===== src/rtl/fifo_stream_reader.sv =====
// Read-side master for the project fifo: pops words, holds them in a 3-entry skid buffer
// and forwards them as a framed valid/ready stream. Optional SEQ_CHECK_EN adds a sequence checker.
module fifo_stream_reader #(
    parameter int unsigned WIDTH     = 32,
    parameter int unsigned BURST_LEN = 4,
    parameter int unsigned CNT_W     = 16
) (
    input  logic             clk,
    input  logic             reset,
    input  logic             enable,
    input  logic             fifo_empty,
    output logic             r_ready,
    input  logic [WIDTH-1:0] data_in,
    output logic             m_valid,
    input  logic             m_ready,
    output logic [WIDTH-1:0] m_data,
    output logic             m_last,
    output logic             busy,
    output logic [CNT_W-1:0] rd_count,
    output logic             seq_err
);

    localparam int unsigned BeatW = (BURST_LEN > 1) ? $clog2(BURST_LEN) : 1;
    localparam logic [BeatW-1:0] LastBeat = BeatW'(BURST_LEN - 1);

    typedef enum logic [1:0] {
        StIdle,
        StRun,
        StDrain
    } state_e;

    state_e state_q, state_d;

    logic [1:0]       occ_q, occ_d;
    logic             inflight_q, inflight_d;
    logic [1:0]       head_q, head_d;
    logic [1:0]       tail_q, tail_d;
    logic [WIDTH-1:0] buf_q [3];
    logic [BeatW-1:0] beat_q, beat_d;
    logic [CNT_W-1:0] rd_count_q, rd_count_d;

    logic fire;
    logic capture;

    function automatic logic [1:0] ptr_inc(input logic [1:0] p);
        return (p == 2'd2) ? 2'd0 : p + 2'd1;
    endfunction

    // Pop gating counts the in-flight word so the buffer can never overflow.
    always_comb begin
        r_ready = (state_q == StRun) && !fifo_empty &&
                  (({1'b0, occ_q} + {2'b00, inflight_q}) < 3'd3);
        m_valid = (occ_q != 2'd0);
        m_data  = buf_q[head_q];
        m_last  = m_valid && (beat_q == LastBeat);
        busy    = (state_q != StIdle);
        fire    = m_valid && m_ready;
        capture = inflight_q;
    end

    always_comb begin
        occ_d      = occ_q;
        head_d     = head_q;
        tail_d     = tail_q;
        beat_d     = beat_q;
        rd_count_d = rd_count_q;
        inflight_d = r_ready;

        unique case ({capture, fire})
            2'b10:   occ_d = occ_q + 2'd1;
            2'b01:   occ_d = occ_q - 2'd1;
            default: occ_d = occ_q;
        endcase

        if (capture) begin
            tail_d = ptr_inc(tail_q);
        end
        if (fire) begin
            head_d     = ptr_inc(head_q);
            beat_d     = (beat_q == LastBeat) ? '0 : beat_q + BeatW'(1);
            rd_count_d = rd_count_q + CNT_W'(1);
        end
    end

    // Leaving DRAIN looks at next-state occupancy so busy drops right after the final fire.
    always_comb begin
        state_d = state_q;
        unique case (state_q)
            StIdle: begin
                if (enable) state_d = StRun;
            end
            StRun: begin
                if (!enable) state_d = StDrain;
            end
            StDrain: begin
                if (enable) begin
                    state_d = StRun;
                end else if ((occ_d == 2'd0) && !inflight_d) begin
                    state_d = StIdle;
                end
            end
            default: state_d = StIdle;
        endcase
    end

    always_ff @(posedge clk) begin
        if (reset) begin
            state_q    <= StIdle;
            occ_q      <= 2'd0;
            inflight_q <= 1'b0;
            head_q     <= 2'd0;
            tail_q     <= 2'd0;
            beat_q     <= '0;
            rd_count_q <= '0;
        end else begin
            state_q    <= state_d;
            occ_q      <= occ_d;
            inflight_q <= inflight_d;
            head_q     <= head_d;
            tail_q     <= tail_d;
            beat_q     <= beat_d;
            rd_count_q <= rd_count_d;
        end
    end

    // Entries are cleared on reset so m_data reads zero until the first capture.
    always_ff @(posedge clk) begin
        if (reset) begin
            for (int i = 0; i < 3; i++) begin
                buf_q[i] <= '0;
            end
        end else if (capture) begin
            buf_q[tail_q] <= data_in;
        end
    end

    assign rd_count = rd_count_q;

`ifdef SEQ_CHECK_EN
    logic [WIDTH-1:0] expected_q;
    logic             seq_err_q;

    // Expected value resyncs to the delivered word so one gap flags once, not forever.
    always_ff @(posedge clk) begin
        if (reset) begin
            expected_q <= '0;
            seq_err_q  <= 1'b0;
        end else if (fire) begin
            expected_q <= m_data + WIDTH'(1);
            if (m_data != expected_q) begin
                seq_err_q <= 1'b1;
            end
        end
    end

    assign seq_err = seq_err_q;
`else
    assign seq_err = 1'b0;
`endif

endmodule


===== config.mk =====
export PLATFORM = sky130hd
export DESIGN_NAME = fifo_stream_reader
export DESIGN_NICKNAME = d
export VERILOG_FILES = /design/src/rtl/fifo_stream_reader.sv
export SDC_FILE = /design/constraint.sdc
export NUM_CORES = 1
export LEC_CHECK = 0
export CAP_MARGIN = 5
export CORE_MARGIN = 1.5
export CORE_UTILIZATION = 33
export DETAILED_ROUTE_END_ITERATION = 6
export GPL_ROUTABILITY_DRIVEN = 0
export PLACE_DENSITY = 0.51
export SYNTH_ARGS = -nofsm -noshare
export SYNTH_HDL_FRONTEND = slang
export SYNTH_SLANG_ARGS = --single-unit

===== constraint.sdc =====
create_clock -name clk -period 2.65 [get_ports clk]
set_input_delay 0.53 -clock clk [delete_from_list [all_inputs] [get_ports clk]]
set_output_delay 0.53 -clock clk [all_outputs]
set_load 0.02 [all_outputs]

==> impl_metrics.yaml, run 1 <==
logic_synthesis:
  synth_edf_count: 128
  synth_top_cells_by_count: "128 x edfxtp_1, 98 x and2_1, 32 x mux4_2"
  ys_async_sr_fraction_pct: 0
  ys_seq_elements: 157
  synth.most_common_cell: "edfxtp_1"
  ys.flop_type: "edfxtp_1"
  ys_warn_count: 0
  synth_fp_nets: 472
  yosys-top-cells-area: "edfxtp_1 58%, mux4_2 11%, and2_1 9.3%, dfxtp_1 8.8%, nor2_1 1.4%"
  synthCells: 430
  seq_area_frac_synth_pct: 67.1
  avgSynthCellArea_um2: 15.3
  synth_cell_types: 36
  yosysTopAreaCell: "edfxtp_1"
  syn-cell-area_um2: 6600
  synth_top_area_share_pct: 58.3
setup_path:
  r2r_start: "occ_q[0]"
  critPathMaxFanout: 7
  slowest_delay_ps: 550
  cp_slowest_cell: "clkdlybuf4s50_1"
  r2r_end: "state_q[1]"
  r2r_slack_ps: 670
  cp_num_buf_inv: 2
  cp_top_family: "buffers and inverters"
  rr_worst_depth: 8
  critPathKind: "reg -> out"
  worstSetupStartpointType: "flip-flop"
  crit_path_end_kind: "output port"
  cp.required_ps: 2120
  critical_path.cell_chain: "buf_4 > mux4_2 > clkdlybuf4s50_1"
  crit_arrival_ps: 2050
global_routing:
  grt_pass1_vias: 4004
  grt_overflow_total: 0
  gr-usage-met2_pct: 24.9
  grt_use_total_pct: 14.9
  grt_max_degree: 33
  use_met3_pct: 4.21
  grt_antenna_before_repair: 0
  grt_pass1_wl_um: 22300
  use_met1_pct: 18.3
  global_route.peak_usage_layer: "met2"
power_and_ir_drop:
  peakVddDrop_mv: 0.420
  leakage_nw: 3.09
  switching_power_mw: 1.21
  pwr-share-comb_pct: 8.0
  power-per-cell-area_nw_per_um2: 697
  power_mw: 5.91
  switching_share_pct: 20.4
  clockPowerShare_pct: 45.4
  p_seq_share_pct: 46.6
  internal_power_mw: 4.71
final_layout:
  finalInstanceArea_um2: 8490
  nNetsFinal: 573
  nFillCells: 1834
  area_growth_syn_to_layout_pct: 28.7
  drive_gt1_share_pct: 16.6
  antenna_cells: 0
timing:
  fin_crit_ps: 2580
  fmax_mhz: 388
  skew_ps: 7.77
  slew_violations: 0
  setup_viol: 0
  setup_tns_ps: 0
  finalHoldViolations: 0
  rsz0062_at_grt: "no"
  timing.final.crit_share_pct: 97.3
die:
  dieArea_um2: 20800
  io_pins: 90
  core_area_um2: 19500
  die_w_um: 144
  die_h_um: 144
  fp-row-count: 51
  start_util_pct: 33.8
clocking:
  numCtsBuffers: 17
  cts.sinks: 157
  tritoncts: "yes"
  clk_path_buf_depth: 2
  clk_latency_ps: 420
  path_clk_slew_ps: 60
  cts-root-buf: "clkbuf_16"
  h-tree-depth: 4
  cts_setup_buffers: 0
placed_design:
  postPlaceCellArea_um2: 7870
  dp_hpwl_um: 8620
  io_buffers: 88
min_path:
  min_path_cells: 2
  hold_end: "beat_q[1]"
  hp-class: "reg -> reg"
  hp-start: "beat_q[1]"
routing:
  vias_per_cell: 4.70
  ant_nets: 0
  drc_errors: 0
  firstDrtPassIters: 6
  post_drt_wl_per_cell_um: 17.6
  routed_wirelength_um: 14200
  drtIter0Drc: 144
  vias: 3795
job:
  cap_violations: 0
outcome:
  outcome: "finished clean"
## power groups by stage
stage	Sequential (mW)	Clock [mW]	Combinational [mW]
3_3_place_gp	2.80	0	0.509
3_5_place_dp	2.81	0	0.510
2_1_floorplan	2.80	0	0.269
4_1_cts	2.76	2.75	0.486
6_report	2.76	2.69	0.471
5_1_grt	2.76	2.86	0.510
## how the worst max path moves through the flow
stage	start	end	slack, ps	cells after the start
6_report	flip-flop	m_data[5]	70	3
4_1_cts	flip-flop	m_data[31]	10	3
3_5_place_dp	fifo_empty	r_ready	-90	4
3_3_place_gp	fifo_empty	r_ready	-90	4
2_1_floorplan	occ_q[0]	r_ready	640	4
5_1_grt	flip-flop	m_data[5]	3	3
## final cells by class
cell class                 instances  area, um2  share of cell area [%]
clock buffer                      18        429                    5.06
clock inverter                    13        221                    2.61
inverter                           5       18.8                   0.221
timing repair buffer             106       1010                    11.9
tap                              265        332                    3.91
multi-input combinational        244       2050                    24.1
sequential                       157       4430                    52.2
## per-stage QoR
step           setup WS [ps]  utilization, %  std cells  hold slack [ps]
6_report                71.0            43.5        808              467
5_1_grt                 2.62            43.5        808              498
4_1_cts                 12.3            43.5        808              469
3_5_place_dp           -85.0            40.3        777              461
3_3_place_gp           -90.4            40.3        777              448
2_1_floorplan            639               -        430              432
## layer usage
metal  share of wire (%)  wire length [um]  vias up
li1                    -                 -     1779
met1                  44              6240     1926
met4                 1.4               202        0
met5                   0                 0        -
met3                 4.2               601       18
met2                  51              7190       72
## sequential cells by signal, indices dropped and copies added, names as in the netlist, named ones only
name,flops
beat_q,2
buf_q,128
capture,1
head_q,2
occ_q,2
rd_count,16
state_q,2
tail_q,2
## tightest hold or removal path: stages, from the launching register on
cell	delay [ps]
dfxtp_1	310
nand2_1	50
a21oi_1	50
## layout by cell type, fill, tap and decap left out, types with 8 or more instances in the layout
cell type	n
a21oi_1	13
and2_1	98
buf_4	16
clkbuf_16	17
clkdlybuf4s50_1	59
dfxtp_1	27
dlygate4sd2_1	25
edfxtp_1	128
mux4_2	32
nand2_1	14
nor2_1	22
xor2_1	8
## cells by family (layout without fill, tap and decap cells)
logic type	Yosys count	after routing	synth area share [%]
simple gates	169	169	14.7
other cells	1	1	0.0568
compound gates	22	22	2.18
buf+inv	29	142	2.11
flops	157	157	67.1
mux	33	33	11.1
fa+ha+maj	5	5	0.948
xor+xnor	14	14	1.86
## what timing repair did
item,CTS,global route
hold buffers,0,0
hold endpoints to repair,0,0
endpoints found under the setup margin,26,4
gates resized for setup,27,4
Power figures use the tool's default switching activity.
==> run 2: changes to the inputs <==
Settings changed: GPL_TIMING_DRIVEN from default to 0.
Clock period 2.65 ns to 3.1 ns, I/O delays scaled along.
==> impl_metrics.yaml, run 2 (synthesis results as in run 1) <==
routing:
  drc_errors: 0
  firstDrtPassIters: 4
  routed_wirelength_um: 14100
  vias: 3770
  drtIter0Drc: 160
  ant_nets: 0
  vias_per_cell: 4.63
  post_drt_wl_per_cell_um: 17.3
min_path:
  hp-class: "reg -> reg"
  hp-start: "beat_q[1]"
  min_path_cells: 2
  hold_end: "beat_q[1]"
final_layout:
  final_cell_mix: "128 x edfxtp_1, 98 x and2_1, 87 x clkdlybuf4s50_1, 32 x mux4_2, 29 x dfxtp_1"
  largest_reg_flops: 128
  antenna_cells: 0
  area_growth_syn_to_layout_pct: 27.1
  finalInstanceArea_um2: 8390
  final_common_cell: "edfxtp_1"
  fin_cells: 815
  drive_gt1_share_pct: 14.5
  nNetsFinal: 579
  final_util_pct: 42.9
  top_register: "buf_q"
timing:
  slew_headroom_pct: 36.3
  timing.final.crit_share_pct: 95.0
  rsz0062_at_grt: "yes"
  slew_violations: 0
  finalHoldViolations: 0
  skew_ps: 10.7
  whs_ps: 469
  setup_tns_ps: 0
  setup_viol: 0
  fin_crit_ps: 2950
  tightest_slew_ps: 956
  fmax_mhz: 339
placed_design:
  dp_hpwl_um: 8840
  dp_cells: 784
  postPlaceCellArea_um2: 7830
  io_buffers: 88
power_and_ir_drop:
  peakVddDrop_mv: 0.312
  leakage_nw: 2.95
  power-per-cell-area_nw_per_um2: 558
global_routing:
  grt_overflow_total: 0
  grt_pass1_wl_um: 22000
  grt_pass1_vias: 4001
  global_route.peak_usage_layer: "met2"
  grt_antenna_before_repair: 0
  grt_max_degree: 33
  grt_use_total_pct: 14.6
  use_met1_pct: 18.0
  use_met3_pct: 4.64
  gr-usage-met2_pct: 25.0
setup_path:
  worstSetupStartpointType: "flip-flop"
  r2r_end: "buf_q[0][27]"
  critPathMaxFanout: 10
  crit_path_end_kind: "output port"
  cp.required_ps: 2480
  r2r_start: "capture"
  r2r_slack_ps: 690
  crit_arrival_ps: 2330
  critPathKind: "reg -> out"
  rr_worst_depth: 3
die:
  fp-row-count: 51
  io_pins: 90
  core_area_um2: 19500
  dieArea_um2: 20800
  die_w_um: 144
  start_util_pct: 33.8
  die_h_um: 144
clocking:
  clk_path_buf_depth: 2
  numCtsBuffers: 17
  path_clk_slew_ps: 60
  ctsHoldBuffers: 0
  clk_latency_ps: 410
  tritoncts: "yes"
  cts_setup_buffers: 0
  cts.sinks: 157
  h-tree-depth: 4
  cts-root-buf: "clkbuf_16"
job:
  cap_violations: 0
outcome:
  outcome: "finished clean"
## run 2: cell types whose count changed in the layout (fill, tap and decap cells not counted), moves of 5 or more
cell / previous run / this run
buf_4: 16 / 5
bufinv_16: 6 / 0
clkbuf_1: 1 / 13
dlygate4sd2_1: 25 / 0
clkdlybuf4s50_1: 59 / 87
clkbuf_8: 0 / 5
## run 2: where the power goes
group | internal (mW) | switching (mW) | leakage [nW]
clock | 1.12 | 0.781 | 0.271
combinational | 0.211 | 0.207 | 1.16
sequential | 2.33 | 0.0229 | 1.51
## run 2: metal layers
metal	share of wire (%)	wire [um]
met1	43	6010
met2	51	7220
met3	5.4	756
met4	0.79	112
met5	0	0
## run 2: worst max-delay path, cell delays in order (launching register included)
cell,delay [ps]
dfxtp_1,480
buf_4,310
mux4_2,560
clkdlybuf4s50_1,560
## run 2: metrics by stage
stage	worst slack, ps	power [mW]
5_1_grt	-21.5	4.86
6_report	154	4.68
3_5_place_dp	-20.3	2.83
4_1_cts	17.4	4.73
3_3_place_gp	-296	2.82
2_1_floorplan	990	2.62
## run 2: worst max-delay path by stage
stage	slack, ps	startpoint	cells past startpoint	to
5_1_grt	-20	flip-flop	3	m_data[29]
6_report	150	flip-flop	3	m_data[14]
2_1_floorplan	990	fifo_empty	2	r_ready
3_5_place_dp	-20	reset	5	buf_q[1][9]
4_1_cts	20	flip-flop	3	m_data[23]
3_3_place_gp	-300	reset	3	buf_q[3][13]
## run 2: cell type report
type / count / area (um2)
Inverter: 5 / 18.8
Fill cell: 1816 / 11100
Clock inverter: 8 / 40.0
Timing Repair Buffer: 89 / 903
Multi-Input combinational cell: 244 / 2030
Buffer: 23 / 131
Tap cell: 265 / 332
Sequential cell: 157 / 4420
Clock buffer: 24 / 502
## run 2: repair_timing
| item | CTS | global route |
|---|---|---|
| endpoints found under the setup margin | 30 | 12 |
| pin swaps | 0 | 0 |
| resized for setup | 6 | 3 |
